`src/rtl/osc_seq_pkg.sv`:
```
// osc_seq_pkg: state encoding, synchroniser depth and counter widths shared
// by the oscillator clock/reset sequencer.
package osc_seq_pkg;

    typedef enum logic [2:0] {
        ST_STARTUP     = 3'd0,
        ST_WAIT_LOCK   = 3'd1,
        ST_LOCK_STABLE = 3'd2,
        ST_RELEASE     = 3'd3,
        ST_RUN         = 3'd4,
        ST_FAULT       = 3'd5
    } state_e;

    localparam int SYNC_STAGES = 2;
    localparam int RELOCK_W    = 8;

    function automatic int max2(input int a, input int b);
        return (a > b) ? a : b;
    endfunction

endpackage

```
`src/rtl/osc_seq_sync2.sv`:
```
// osc_seq_sync2: multi-flop synchroniser for an asynchronous level input,
// cleared by an asynchronous active-high reset.
module osc_seq_sync2
    import osc_seq_pkg::*;
(
    input  logic clk,
    input  logic rst,
    input  logic d,
    output logic q
);

    logic [SYNC_STAGES-1:0] ff_q, ff_d;

    always_comb ff_d = {ff_q[SYNC_STAGES-2:0], d};

    always_ff @(posedge clk or posedge rst) begin
        if (rst) ff_q <= '0;
        else     ff_q <= ff_d;
    end

    assign q = ff_q[SYNC_STAGES-1];

endmodule

```
`src/rtl/osc_clk_rst_sequencer.sv`:
```
// osc_clk_rst_sequencer: waits for oscillator settling, PLL lock and init-done,
// then releases staggered downstream resets; re-sequences on lock loss or request.
module osc_clk_rst_sequencer
    import osc_seq_pkg::*;
#(
    parameter int STARTUP_CYCLES     = 1024,
    parameter int LOCK_STABLE_CYCLES = 256,
    parameter int LOCK_LOSS_FILTER   = 4,
    parameter int NUM_STAGES         = 3,
    parameter int STAGE_GAP          = 16,
    parameter int TIMEOUT_CYCLES     = 65535
) (
    input  logic                  CLK,
    input  logic                  RESET,
    input  logic                  PLL_LOCK,
    input  logic                  INIT_DONE,
    input  logic                  SW_RESET_REQ,
    output logic [NUM_STAGES-1:0] RST_OUT,
    output logic                  READY,
    output logic [2:0]            STATE,
    output logic                  LOCK_TIMEOUT,
    output logic [RELOCK_W-1:0]   RELOCK_COUNT
);

    localparam int CW = $clog2(max2(max2(STARTUP_CYCLES, LOCK_STABLE_CYCLES),
                                    max2(STAGE_GAP, TIMEOUT_CYCLES)) + 1);
    localparam int FW = $clog2(LOCK_LOSS_FILTER + 1);
    localparam int SW = (NUM_STAGES > 1) ? $clog2(NUM_STAGES) : 1;

    state_e                state_q, state_d;
    logic [CW-1:0]         cnt_q, cnt_d;
    logic [FW-1:0]         flt_q, flt_d;
    logic [SW-1:0]         stage_q, stage_d;
    logic [NUM_STAGES-1:0] rst_out_q, rst_out_d;
    logic                  timeout_q, timeout_d;
    logic [RELOCK_W-1:0]   relock_q, relock_d;
    logic                  lock_s, init_s, ok;

    osc_seq_sync2 u_sync_lock (.clk(CLK), .rst(RESET), .d(PLL_LOCK),  .q(lock_s));
    osc_seq_sync2 u_sync_init (.clk(CLK), .rst(RESET), .d(INIT_DONE), .q(init_s));

    assign ok = lock_s & init_s;

    always_ff @(posedge CLK or posedge RESET) begin
        if (RESET) begin
            state_q   <= ST_STARTUP;
            cnt_q     <= '0;
            flt_q     <= '0;
            stage_q   <= '0;
            rst_out_q <= '1;
            timeout_q <= 1'b0;
            relock_q  <= '0;
        end else begin
            state_q   <= state_d;
            cnt_q     <= cnt_d;
            flt_q     <= flt_d;
            stage_q   <= stage_d;
            rst_out_q <= rst_out_d;
            timeout_q <= timeout_d;
            relock_q  <= relock_d;
        end
    end

    always_comb begin
        state_d   = state_q;
        cnt_d     = cnt_q + CW'(1);
        flt_d     = '0;
        stage_d   = stage_q;
        timeout_d = timeout_q;
        relock_d  = relock_q;
        case (state_q)
            ST_STARTUP: begin
                if (cnt_q == CW'(STARTUP_CYCLES - 1)) begin
                    state_d = ST_WAIT_LOCK;
                    cnt_d   = '0;
                end
            end
            ST_WAIT_LOCK: begin
                if (ok) begin
                    state_d = ST_LOCK_STABLE;
                    cnt_d   = '0;
                end else if (cnt_q == CW'(TIMEOUT_CYCLES - 1)) begin
                    state_d   = ST_FAULT;
                    cnt_d     = '0;
                    timeout_d = 1'b1;
                end
            end
            ST_FAULT: begin
                cnt_d   = '0;
                state_d = ok ? ST_LOCK_STABLE : ST_FAULT;
            end
            ST_LOCK_STABLE: begin
                if (!ok) begin
                    state_d = ST_WAIT_LOCK;
                    cnt_d   = '0;
                end else if (cnt_q == CW'(LOCK_STABLE_CYCLES - 1)) begin
                    state_d = ST_RELEASE;
                    cnt_d   = '0;
                    stage_d = '0;
                end
            end
            ST_RELEASE: begin
                if (!lock_s) begin
                    state_d = ST_WAIT_LOCK;
                    cnt_d   = '0;
                end else if (cnt_q == CW'(STAGE_GAP - 1)) begin
                    cnt_d = '0;
                    if (stage_q == SW'(NUM_STAGES - 1)) state_d = ST_RUN;
                    else                                stage_d = stage_q + SW'(1);
                end
            end
            ST_RUN: begin
                cnt_d = '0;
                if (!lock_s) begin
                    flt_d = flt_q + FW'(1);
                    if (flt_q == FW'(LOCK_LOSS_FILTER - 1)) begin
                        state_d  = ST_WAIT_LOCK;
                        flt_d    = '0;
                        relock_d = (&relock_q) ? relock_q : relock_q + RELOCK_W'(1);
                    end
                end
            end
            default: begin
                state_d = ST_STARTUP;
                cnt_d   = '0;
            end
        endcase
        // A software request overrides any transition chosen above, including lock loss.
        if (SW_RESET_REQ) begin
            state_d   = ST_STARTUP;
            cnt_d     = '0;
            flt_d     = '0;
            stage_d   = '0;
            timeout_d = timeout_q;
            relock_d  = relock_q;
        end
    end

    // Reset outputs are registered from the next state so they never glitch.
    always_comb begin
        rst_out_d = '1;
        for (int i = 0; i < NUM_STAGES; i++)
            rst_out_d[i] = (state_d == ST_RUN) ? 1'b0 :
                           (state_d == ST_RELEASE && i <= int'(stage_d)) ? 1'b0 : 1'b1;
    end

    assign RST_OUT      = rst_out_q;
    assign READY        = (state_q == ST_RUN);
    assign STATE        = state_q;
    assign LOCK_TIMEOUT = timeout_q;
    assign RELOCK_COUNT = relock_q;

endmodule

```
`config.mk`:
```
export PLATFORM = sky130hd
export DESIGN_NAME = osc_clk_rst_sequencer
export DESIGN_NICKNAME = d
export VERILOG_FILES = /design/src/rtl/osc_seq_pkg.sv /design/src/rtl/osc_seq_sync2.sv /design/src/rtl/osc_clk_rst_sequencer.sv
export SDC_FILE = /design/constraint.sdc
export NUM_CORES = 1
export LEC_CHECK = 0
export BUFFER_PORTS_ARGS = -buffer_cell sky130_fd_sc_hd__buf_2
export CAP_MARGIN = 20
export CORE_MARGIN = 2
export CORE_UTILIZATION = 55
export DETAILED_ROUTE_END_ITERATION = 10
export PLACE_DENSITY = 0.81
export SYNTH_ARGS = -nofsm -noshare
export SYNTH_HDL_FRONTEND = slang
export SYNTH_SLANG_ARGS = --single-unit
```
`constraint.sdc`:
```
create_clock -name CLK -period 2.9 [get_ports CLK]
set_input_delay 0.29 -clock CLK [delete_from_list [all_inputs] [get_ports CLK]]
set_output_delay 0.29 -clock CLK [all_outputs]
set_load 0.03 [all_outputs]
```
==> results of run 1 <==
layout make-up:
cell class                 count  area, sq um  share of cell area, %
multi-input combinational    152         1090                   45.0
sequential                    40         1000                   41.3
timing repair buffer          22          115                   4.73
clock buffer                   6         82.6                   3.40
tap                           48         60.1                   2.47
clock inverter                 2         38.8                   1.59
inverter                      10         37.5                   1.54
metal layers:
| layer | share of wire, % | up-vias | global-route usage (%) |
|---|---|---|---|
| li1 | - | 789 | - |
| met1 | 46 | 775 | 26.2 |
| met2 | 49 | 25 | 33.9 |
| met3 | 3.1 | 5 | 5.57 |
| met4 | 1.7 | 0 | 9.44 |
| met5 | 0 | - | 0 |
power by group:
| group | switching [mW] | internal, mW |
|---|---|---|
| Combinational | 0.0341 | 0.0189 |
| Clock | 0.195 | 0.281 |
| Sequential | 0.00974 | 0.566 |
cells by family after synthesis:
| group | Yosys count | synth area share [%] |
|---|---|---|
| buf+inv | 18 | 3.84 |
| simple gates | 95 | 26.9 |
| compound gates | 27 | 9.86 |
| xor+xnor | 20 | 8.03 |
| fa+ha+maj | 6 | 3.44 |
| flops | 40 | 46.0 |
| mux | 4 | 1.89 |
worst min-delay path: stages:
cell and delay, ps:
buf_2 90, inv_1 40, buf_4 400
path summary, 6_finish.rpt:
kind                                            endpoint                           from  slack, ps
max                                 RST_OUT[2]$_DFF_PP1_            cnt_q[10]$_DFF_PP0_        640
min                          RELOCK_COUNT[0]$_DFFE_PP0P_                          RESET         90
max reg2reg                         RST_OUT[2]$_DFF_PP1_            cnt_q[10]$_DFF_PP0_        640
min reg2reg                u_sync_init.ff_q[1]$_DFF_PP0_  u_sync_init.ff_q[0]$_DFF_PP0_        350
max in group asynchronous           RST_OUT[1]$_DFF_PP1_                          RESET       2460
min in group CLK           u_sync_lock.ff_q[0]$_DFF_PP0_                       PLL_LOCK        100
state kept, by name (all words and copies together), names as in the netlist:
signal	cells
LOCK_TIMEOUT	1
RELOCK_COUNT	8
RST_OUT	3
STATE	3
cnt_q	16
flt_q	3
stage_q	2
u_sync_init.ff_q	2
u_sync_lock.ff_q	2
layout by cell type (no fill, tap or decap), types with 2 or more instances in the layout:
master,n
buf_2,20
nand2_1,14
nor2_2,10
buf_4,2
clkbuf_8,6
dfstp_2,3
nor2_1,15
xor2_1,7
nor4_2,3
and3_1,3
nand2b_1,7
a21oi_1,6
and2_1,3
a221oi_1,2
nor3b_1,2
ha_1,6
o21ai_0,3
mux2i_1,3
nand3_1,11
dfrtp_1,37
xnor2_1,13
nor3_1,5
inv_1,10
a31oi_1,3
a211oi_1,2
a311oi_1,2
and4_1,2
nor4_4,2
nand4_1,8
nor4_1,2
stage by stage:
| step | power (mW) | util (%) | cell area (sq um) |
|---|---|---|---|
| 3_3_place_gp | 0.639 | 61.7 | 2310 |
| 5_1_grt | 1.16 | 65.0 | 2430 |
| 2_1_floorplan | 0.624 | - | 2180 |
| 6_report | 1.11 | 65.0 | 2430 |
| 3_5_place_dp | 0.641 | 61.7 | 2310 |
| 4_1_cts | 1.12 | 65.0 | 2430 |
==> out/qor_table.md, run 1 <==
| Group | Parameter | This run |
| --- | --- | --- |
| logic synthesis | Ys flop type | dfrtp_1 |
| clock tree | H-tree depth | 2 |
| worst setup path | Critical path startpoint category | register |
| logic synthesis | Number of enable-type register cells in the synthesized netlist | 0 |
| floorplanning | Site Rows | 22 |
| sta | Rel. slew slack | 62.4% |
| worst setup path | Maximum net fanout on the critical path | 8 |
| layout | Nets | 242 |
| drt | WL per Instance | 14.4 um |
| drt | Detailed Route Iter0 Violations | 153 |
| worst setup path | Worst path max stage delay | 460 ps |
| logic synthesis | Proportion of synthesized chip area in sequential cells | 46.0% |
| worst setup path | Total number of cells along the worst setup path | 5 |
| sta | Final critical-path required period | 2260 ps |
| logic synthesis | Share of the synthesized area in the top cell type | 42.4% |
| worst setup path | CP Buf/Inv Count | 0 |
| global routing | Total grt overflow | 0 |
| worst setup path | Worst endpoint data arrival time | 2480 ps |
| clock tree | Number of gates resized after cts | 0 |
| drt | Number of nets still failing antenna checks after routing | 0 |
| logic synthesis | Library cell with the highest instance count after synthesis | dfrtp_1 |
| clock tree | Clock buffer count from CTS | 5 |
| logic synthesis | Fraction of registers with async set or reset after synthesis | 100% |
| clock tree | Clock network latency to the later pin of the worst-skew pair | 290 ps |
| layout | Filler cell count | 318 |
| sta | Setup Total Neg Slack | 0 ps |
| logic synthesis | Distinct cell type count of the synthesized netlist | 48 |
| global routing | Total global routing track utilization | 21.0% |
| sta | Setup repair after global routing missed its margin | false |
| placed design | DP HPWL | 2930 um |
| drt | Per-cell via count in the routed design | 5.69 |
| logic synthesis | Total of flip-flops plus latches after synthesis | 40 |
| drt | Routed vias | 1594 |
| sta | Post-layout worst setup margin | 640 ps |
| global routing | Maximum number of pins on one net before global-route repair | 41 |
| worst setup path | Library cell contributing the largest single delay on the critical path | and4_1 |
| global routing | Number of antenna violations at the first check in global routing | 0 |
| floorplanning | Die footprint | 4490 sq um |
| layout | Area added between synthesis and finish | 11.5% |
| sta | Fin. Hold Viols | 0 |
| worst setup path | WS Path Type | reg2reg |
| placed design | Dpl ws | 664 ps |
| sta | Actual transition at the worst max-transition pin | 560 ps |
| global routing | Global-route wire length before repair | 6930 um |
| global routing | Number of global-route vias before repair | 1552 |
| logic synthesis | Largest cells by area after synthesis | dfrtp_1 42%, xnor2_1 5.2%, dfstp_2 3.6%, ha_1 3.4%, nor2_2 2.9% |
| min path | Worst hold-check path type | in2async |
| worst setup path | Kind of end point of the critical path | register |
| sta | Worst clock skew | 3.65 ps |
| placed design | Number of buffers added on ports | 20 |
| logic synthesis | Post-synthesis instance area | 2180 sq um |
| sta | Highest achievable clock rate | 442 MHz |
| logic synthesis | Avg Cell Area, Syn | 10.4 sq um |
| layout | Final Instance Count excl. Fillers | 280 |
| pwr | Cell leakage power | 1.10 nW |
| clock tree | Clock tree buffer depth | 2 |
| clock tree | Clock slew at reported path FFs | 80 ps |
| layout | Number of diodes | 0 |
| drt | Drc violations | 0 |
| placed design | Number of placed instances with taps included | 272 |
| drt | Sum of routed wire length over all layers | 4030 um |
| logic synthesis | Post-Syn Instances | 210 |
| clock tree | CTS tree | yes |
| logic synthesis | Synthesis Warnings | 0 |
| clock tree | Post-cts hold buffer count | 0 |
| logic synthesis | Top cells by count, synth | 37 x dfrtp_1, 15 x nor2_1, 14 x nand2_1, 13 x xnor2_1, 11 x nand3_1 |
| pwr | Areal power density over the cells | 454 nW/um^2 |
| worst setup path | Logic depth of the worst register-to-register path | 5 |
| worst setup path | Required time of the critical path | 3120 ps |
| clock tree | TritonCTS Sinks | 40 |
| pwr | Peak supply drop | 311 uV |
| placed design | Global placer's final weighted congestion | 0.878 |
| run status | Result of the run | finished clean |
| floorplanning | Floorplan die width | 67.0 um |
| drt | Number of search-and-repair iterations in the first detailed-routing pass | 4 |
| layout | Fraction of layout cells with a size suffix above 1 | 24.1% |
| sta | Final hold slack | 94.3 ps |
| floorplanning | Initial Util | 58.3% |
| job | Max cap viols | 0 |
| floorplanning | Vertical die dimension | 67.0 um |
| logic synthesis | Post-Syn Nets | 221 |
| sta | Final number of max-transition violations | 0 |
| logic synthesis | Cell accounting for the most synthesized area | dfrtp_1 |
| worst setup path | Critical path, cell by cell | nor4_4, and4_1, a211oi_1, nor4_2, mux2i_1 |
| clock tree | Post CTS Setup Buffer Count | 0 |
| worst setup path | Critical path's top delay family | simple AND/OR/NAND/NOR gates |
| clock tree | Buffer type at the clock tree root | clkbuf_8 |
| floorplanning | Total I/O pin count | 21 |
| floorplanning | Core Area | 3740 sq um |
| sta | Endpoints failing setup | 0 |
| sta | Tcrit/Tclk final | 77.9% |
(Power assumes the default switching activity.)
==> inputs of run 2 (changes only) <==
Clock period 2.9 ns to 2.13 ns, I/O delays scaled along.
==> out/qor_table.md, run 2 (synthesis gave the netlist of run 1 again) <==
| Group | Parameter | This run |
| --- | --- | --- |
| pwr | Peak supply drop | 405 uV |
| global routing | Maximum number of pins on one net before global-route repair | 41 |
| layout | Nets | 253 |
| placed design | DP HPWL | 3040 um |
| drt | WL per Instance | 14.3 um |
| global routing | Total grt overflow | 0 |
| clock tree | TritonCTS Sinks | 40 |
| sta | Final hold slack | 20.1 ps |
| drt | Sum of routed wire length over all layers | 4170 um |
| worst setup path | Worst endpoint data arrival time | 2140 ps |
| clock tree | CTS tree | yes |
| worst setup path | Worst r2r dst | cnt_q[15]$_DFF_PP0_ |
| sta | Rel. slew slack | 68.2% |
| layout | Max reg flops | 16 |
| pwr | Areal power density over the cells | 548 nW/um^2 |
| global routing | Number of antenna violations at the first check in global routing | 0 |
| floorplanning | Vertical die dimension | 67.0 um |
| placed design | Dpl cell area | 2410 sq um |
| pwr | Cell leakage power | 1.13 nW |
| clock tree | Clock buffer count from CTS | 5 |
| global routing | Number of global-route vias before repair | 1526 |
| clock tree | Buffer type at the clock tree root | clkbuf_8 |
| placed design | Number of buffers added on ports | 20 |
| drt | Number of search-and-repair iterations in the first detailed-routing pass | 4 |
| sta | Post-layout worst setup margin | 169 ps |
| run status | Result of the run | finished clean |
| clock tree | H-tree depth | 2 |
| sta | Actual transition at the worst max-transition pin | 477 ps |
| placed design | Dpl ws | -18.2 ps |
| drt | Per-cell via count in the routed design | 5.68 |
| sta | Highest achievable clock rate | 510 MHz |
| sta | Worst clock skew | 5.06 ps |
| layout | Commonest non-fill, non-tap cell in the layout | dfrtp_1 |
| clock tree | Post CTS Setup Buffer Count | 0 |
| pwr | Power consumption | 1.38 mW |
| floorplanning | Site Rows | 22 |
| layout | Register ranked first by flip-flop count | cnt_q |
| drt | Detailed Route Iter0 Violations | 111 |
| layout | Area added between synthesis and finish | 15.4% |
| drt | Drc violations | 0 |
| clock tree | Clock slew at reported path FFs | 70 ps |
| sta | Final critical-path required period | 1960 ps |
| job | Max cap viols | 0 |
| placed design | Number of placed instances with taps included | 283 |
| worst setup path | WS Path Type | reg2reg |
| sta | Setup repair after global routing missed its margin | false |
| layout | Final core area utilization | 67.2% |
| layout | Leading cell types in the layout, fill and taps excluded | 35 x dfrtp_1, 20 x buf_2, 15 x nor2_1 |
| global routing | Total global routing track utilization | 21.4% |
| layout | Number of diodes | 0 |
| worst setup path | Launch instance of the worst register-to-register path | cnt_q[8]$_DFF_PP0_ |
| floorplanning | Die footprint | 4490 sq um |
| worst setup path | Kind of end point of the critical path | register |
| min path | Worst hold-check path type | in2async |
| sta | Fin. Hold Viols | 0 |
| sta | Setup Total Neg Slack | 0 ps |
| drt | Routed vias | 1652 |
| sta | Tcrit/Tclk final | 92.0% |
| clock tree | Clock tree buffer depth | 2 |
| worst setup path | R2R Setup Slk | 170 ps |
| sta | Endpoints failing setup | 0 |
| clock tree | Clock network latency to the later pin of the worst-skew pair | 290 ps |
| placed design | Global placer's final weighted congestion | 0.846 |
| worst setup path | Logic depth of the worst register-to-register path | 6 |
| worst setup path | Critical path startpoint category | register |
| layout | Filler cell count | 314 |
| layout | Final Instance Count excl. Fillers | 291 |
| layout | Fraction of layout cells with a size suffix above 1 | 30.0% |
| drt | Number of nets still failing antenna checks after routing | 0 |
| layout | Post-route cell area | 2520 sq um |
| global routing | Global-route wire length before repair | 7020 um |
| floorplanning | Total I/O pin count | 21 |
| worst setup path | Required time of the critical path | 2310 ps |
| floorplanning | Initial Util | 58.3% |
| floorplanning | Core Area | 3740 sq um |
| floorplanning | Floorplan die width | 67.0 um |
| worst setup path | Maximum net fanout on the critical path | 16 |
| sta | Final number of max-transition violations | 0 |
## run 2: worst max-delay path: stages, from the launching register on
cell and delay [ps]:
dfrtp_1 470, nor4_4 410, nand4_1 160, nor3b_1 200, o41ai_4 340, buf_12 200
nor2_1 60
## run 2: worst max path at each step
stage	startpoint	endpoint	slack, ps	cells past startpoint
4_1_cts	cnt_q[8]$_DFF_PP0_	RST_OUT[1]$_DFF_PP1_	60	6
5_1_grt	cnt_q[0]$_DFF_PP0_	RST_OUT[0]$_DFF_PP1_	1	8
6_report	cnt_q[8]$_DFF_PP0_	cnt_q[15]$_DFF_PP0_	170	6
3_3_place_gp	cnt_q[8]$_DFF_PP0_	RST_OUT[2]$_DFF_PP1_	100	5
3_5_place_dp	cnt_q[10]$_DFF_PP0_	RST_OUT[1]$_DFF_PP1_	-20	5
2_1_floorplan	STATE[0]$_DFF_PP0_	RST_OUT[0]$_DFF_PP1_	-30	6
## run 2: what timing repair did
item                                    in CTS  in global routing
gates cloned                                 0                  0
resized for setup                            1                  4
pin swaps                                    0                  0
endpoints found under the setup margin       3                 18
hold endpoints to repair                     0                  0
hold buffers                                 0                  0
## run 2: metal layers
layer  GRT usage [%]  vias to the layer above  wire length, um
met5               0                        -                0
met4            8.93                        0               74
met3            6.42                        7              198
met2            33.3                       39             2010
met1            27.7                      796             1900
li1                -                      810                -
## run 2: final cells by class
class | count | area [sq um] | share of cell area, %
Clock buffer | 6 | 82.6 | 3.28
Clock inverter | 2 | 10.0 | 0.398
Inverter | 10 | 41.3 | 1.64
Multi-Input combinational cell | 152 | 1110 | 43.9
Sequential cell | 40 | 1010 | 40.0
Tap cell | 48 | 60.1 | 2.39
Timing Repair Buffer | 33 | 210 | 8.35
## run 2: report_power, final
group          internal [mW]  switching [mW]
clock                  0.258           0.259
combinational         0.0280          0.0483
sequential             0.771          0.0138
total                   1.06           0.321
==> inputs of run 3 (changes only) <==
Clock period 2.13 ns to 2.2 ns, I/O delays scaled along.
==> out/qor_table.md, run 3 (synthesis gave the netlist of run 1 again) <==
| Group | Parameter | This run |
| --- | --- | --- |
| pwr | Cell leakage power | 1.14 nW |
| worst setup path | WS Path Type | reg2reg |
| clock tree | Clock buffer count from CTS | 5 |
| drt | Per-cell via count in the routed design | 5.65 |
| sta | Endpoints failing setup | 0 |
| floorplanning | Total I/O pin count | 21 |
| sta | Final critical-path required period | 2050 ps |
| placed design | DP HPWL | 2970 um |
| layout | Nets | 250 |
| layout | Final Instance Count excl. Fillers | 288 |
| run status | Result of the run | finished clean |
| pwr | Areal power density over the cells | 533 nW/um^2 |
| drt | Routed vias | 1628 |
| worst setup path | Required time of the critical path | 2430 ps |
| sta | Final number of max-transition violations | 0 |
| worst setup path | Critical path startpoint category | register |
| worst setup path | Library cell contributing the largest single delay on the critical path | dfrtp_1 |
| drt | WL per Instance | 14.7 um |
| clock tree | Clock slew at reported path FFs | 80 ps |
| worst setup path | Maximum net fanout on the critical path | 7 |
| pwr | Power consumption | 1.33 mW |
| job | Max cap viols | 0 |
| worst setup path | First element of the critical path | cnt_q[13]$_DFF_PP0_ |
| worst setup path | Kind of end point of the critical path | register |
| clock tree | H-tree depth | 2 |
| worst setup path | Worst path max stage delay | 450 ps |
| clock tree | Clock network latency to the later pin of the worst-skew pair | 300 ps |
| drt | Detailed Route Iter0 Violations | 105 |
| clock tree | TritonCTS Sinks | 40 |
| worst setup path | Launch instance of the worst register-to-register path | cnt_q[13]$_DFF_PP0_ |
| layout | Final core area utilization | 66.8% |
| placed design | Number of buffers added on ports | 20 |
| global routing | Number of antenna violations at the first check in global routing | 0 |
| drt | Number of nets still failing antenna checks after routing | 0 |
| global routing | Total grt overflow | 0 |
| layout | Commonest non-fill, non-tap cell in the layout | dfrtp_1 |
| clock tree | CTS tree | yes |
| sta | Rel. slew slack | 66.4% |
| global routing | Number of global-route vias before repair | 1570 |
| sta | Worst clock skew | 9.31 ps |
| sta | Highest achievable clock rate | 487 MHz |
| worst setup path | Most frequent cell on the critical path | buf_4 |
| layout | Max reg flops | 16 |
| drt | Drc violations | 0 |
| pwr | Peak supply drop | 378 uV |
| clock tree | Post-cts hold buffer count | 0 |
| floorplanning | Floorplan die width | 67.0 um |
| worst setup path | Critical path, cell by cell | nor4_4, and4_4, buf_4, a211oi_1, nor4_2, buf_4, mux2i_1 |
| layout | Leading cell types in the layout, fill and taps excluded | 37 x dfrtp_1, 20 x buf_2, 15 x nor2_1 |
| clock tree | Buffer type at the clock tree root | clkbuf_8 |
| drt | Number of search-and-repair iterations in the first detailed-routing pass | 4 |
| clock tree | Clock tree buffer depth | 2 |
| global routing | Maximum number of pins on one net before global-route repair | 41 |
| drt | Sum of routed wire length over all layers | 4240 um |
| sta | Actual transition at the worst max-transition pin | 501 ps |
| placed design | Global placer's final weighted congestion | 0.860 |
| sta | Fin. Hold Viols | 0 |
| sta | Setup Total Neg Slack | 0 ps |
| worst setup path | Worst endpoint data arrival time | 2280 ps |
| min path | Worst hold-check path type | in2async |
| floorplanning | Site Rows | 22 |
| placed design | Number of placed instances with taps included | 278 |
| layout | Fraction of layout cells with a size suffix above 1 | 28.3% |
| global routing | Total global routing track utilization | 21.4% |
| global routing | Global-route wire length before repair | 7110 um |
| floorplanning | Initial Util | 58.3% |
| floorplanning | Vertical die dimension | 67.0 um |
| layout | Area added between synthesis and finish | 14.6% |
| layout | Register ranked first by flip-flop count | cnt_q |
| sta | Tcrit/Tclk final | 93.3% |
| floorplanning | Die footprint | 4490 sq um |
| floorplanning | Core Area | 3740 sq um |
| layout | Number of diodes | 0 |
run 3: cell type report:
| class | instances | area [sq um] |
|---|---|---|
| inverter | 10 | 41.3 |
| timing repair buffer | 30 | 188 |
| multi-input combinational | 152 | 1110 |
| clock buffer | 6 | 82.6 |
| tap | 48 | 60.1 |
| clock inverter | 2 | 10.0 |
| sequential | 40 | 1000 |
| fill | 286 | 1240 |
run 3: metal layers:
metal,up-vias,part of all wire [%],track usage [%]
met5,-,0,0
met4,0,1.8,8.16
met3,11,4.0,6.76
met2,26,49,35.0
met1,788,45,26.3
li1,803,-,-
run 3: critical path: cells and delay by family, from the launching register on:
kind	cells	cell delay [ps]
simple gates	3	930
flops	1	450
buf+inv	2	320
mux	1	190
compound gates	1	90
run 3: final timing paths:
check	end	cells after the start	slack [ps]
hold / removal	cnt_q[13]$_DFF_PP0_	3	30
setup / recovery	RST_OUT[1]$_DFF_PP1_	7	150
max in group asynchronous	RST_OUT[0]$_DFF_PP1_	3	1810
hold reg to reg	u_sync_lock.ff_q[1]$_DFF_PP0_	0	350
setup reg to reg	RST_OUT[1]$_DFF_PP1_	7	150
min in group CLK	u_sync_init.ff_q[0]$_DFF_PP0_	1	30
run 3: repair_timing:
action	CTS	global route
resized for setup	0	4
endpoints found under the setup margin	0	20
buffers inserted	0	2
run 3: stage by stage:
step | instance area (sq um) | hold WS [ps] | worst slack (ps)
2_1_floorplan | 2190 | 251 | 12.8
3_3_place_gp | 2370 | 334 | 94.8
3_5_place_dp | 2370 | 333 | 77.0
4_1_cts | 2460 | 24.3 | 76.0
5_1_grt | 2500 | 23.7 | -11.5
6_report | 2500 | 25.9 | 148
run 3: power breakdown:
group | internal [mW] | switching [mW]
clock | 0.250 | 0.249
combinational | 0.0272 | 0.0462
sequential | 0.746 | 0.0133
total | 1.02 | 0.309
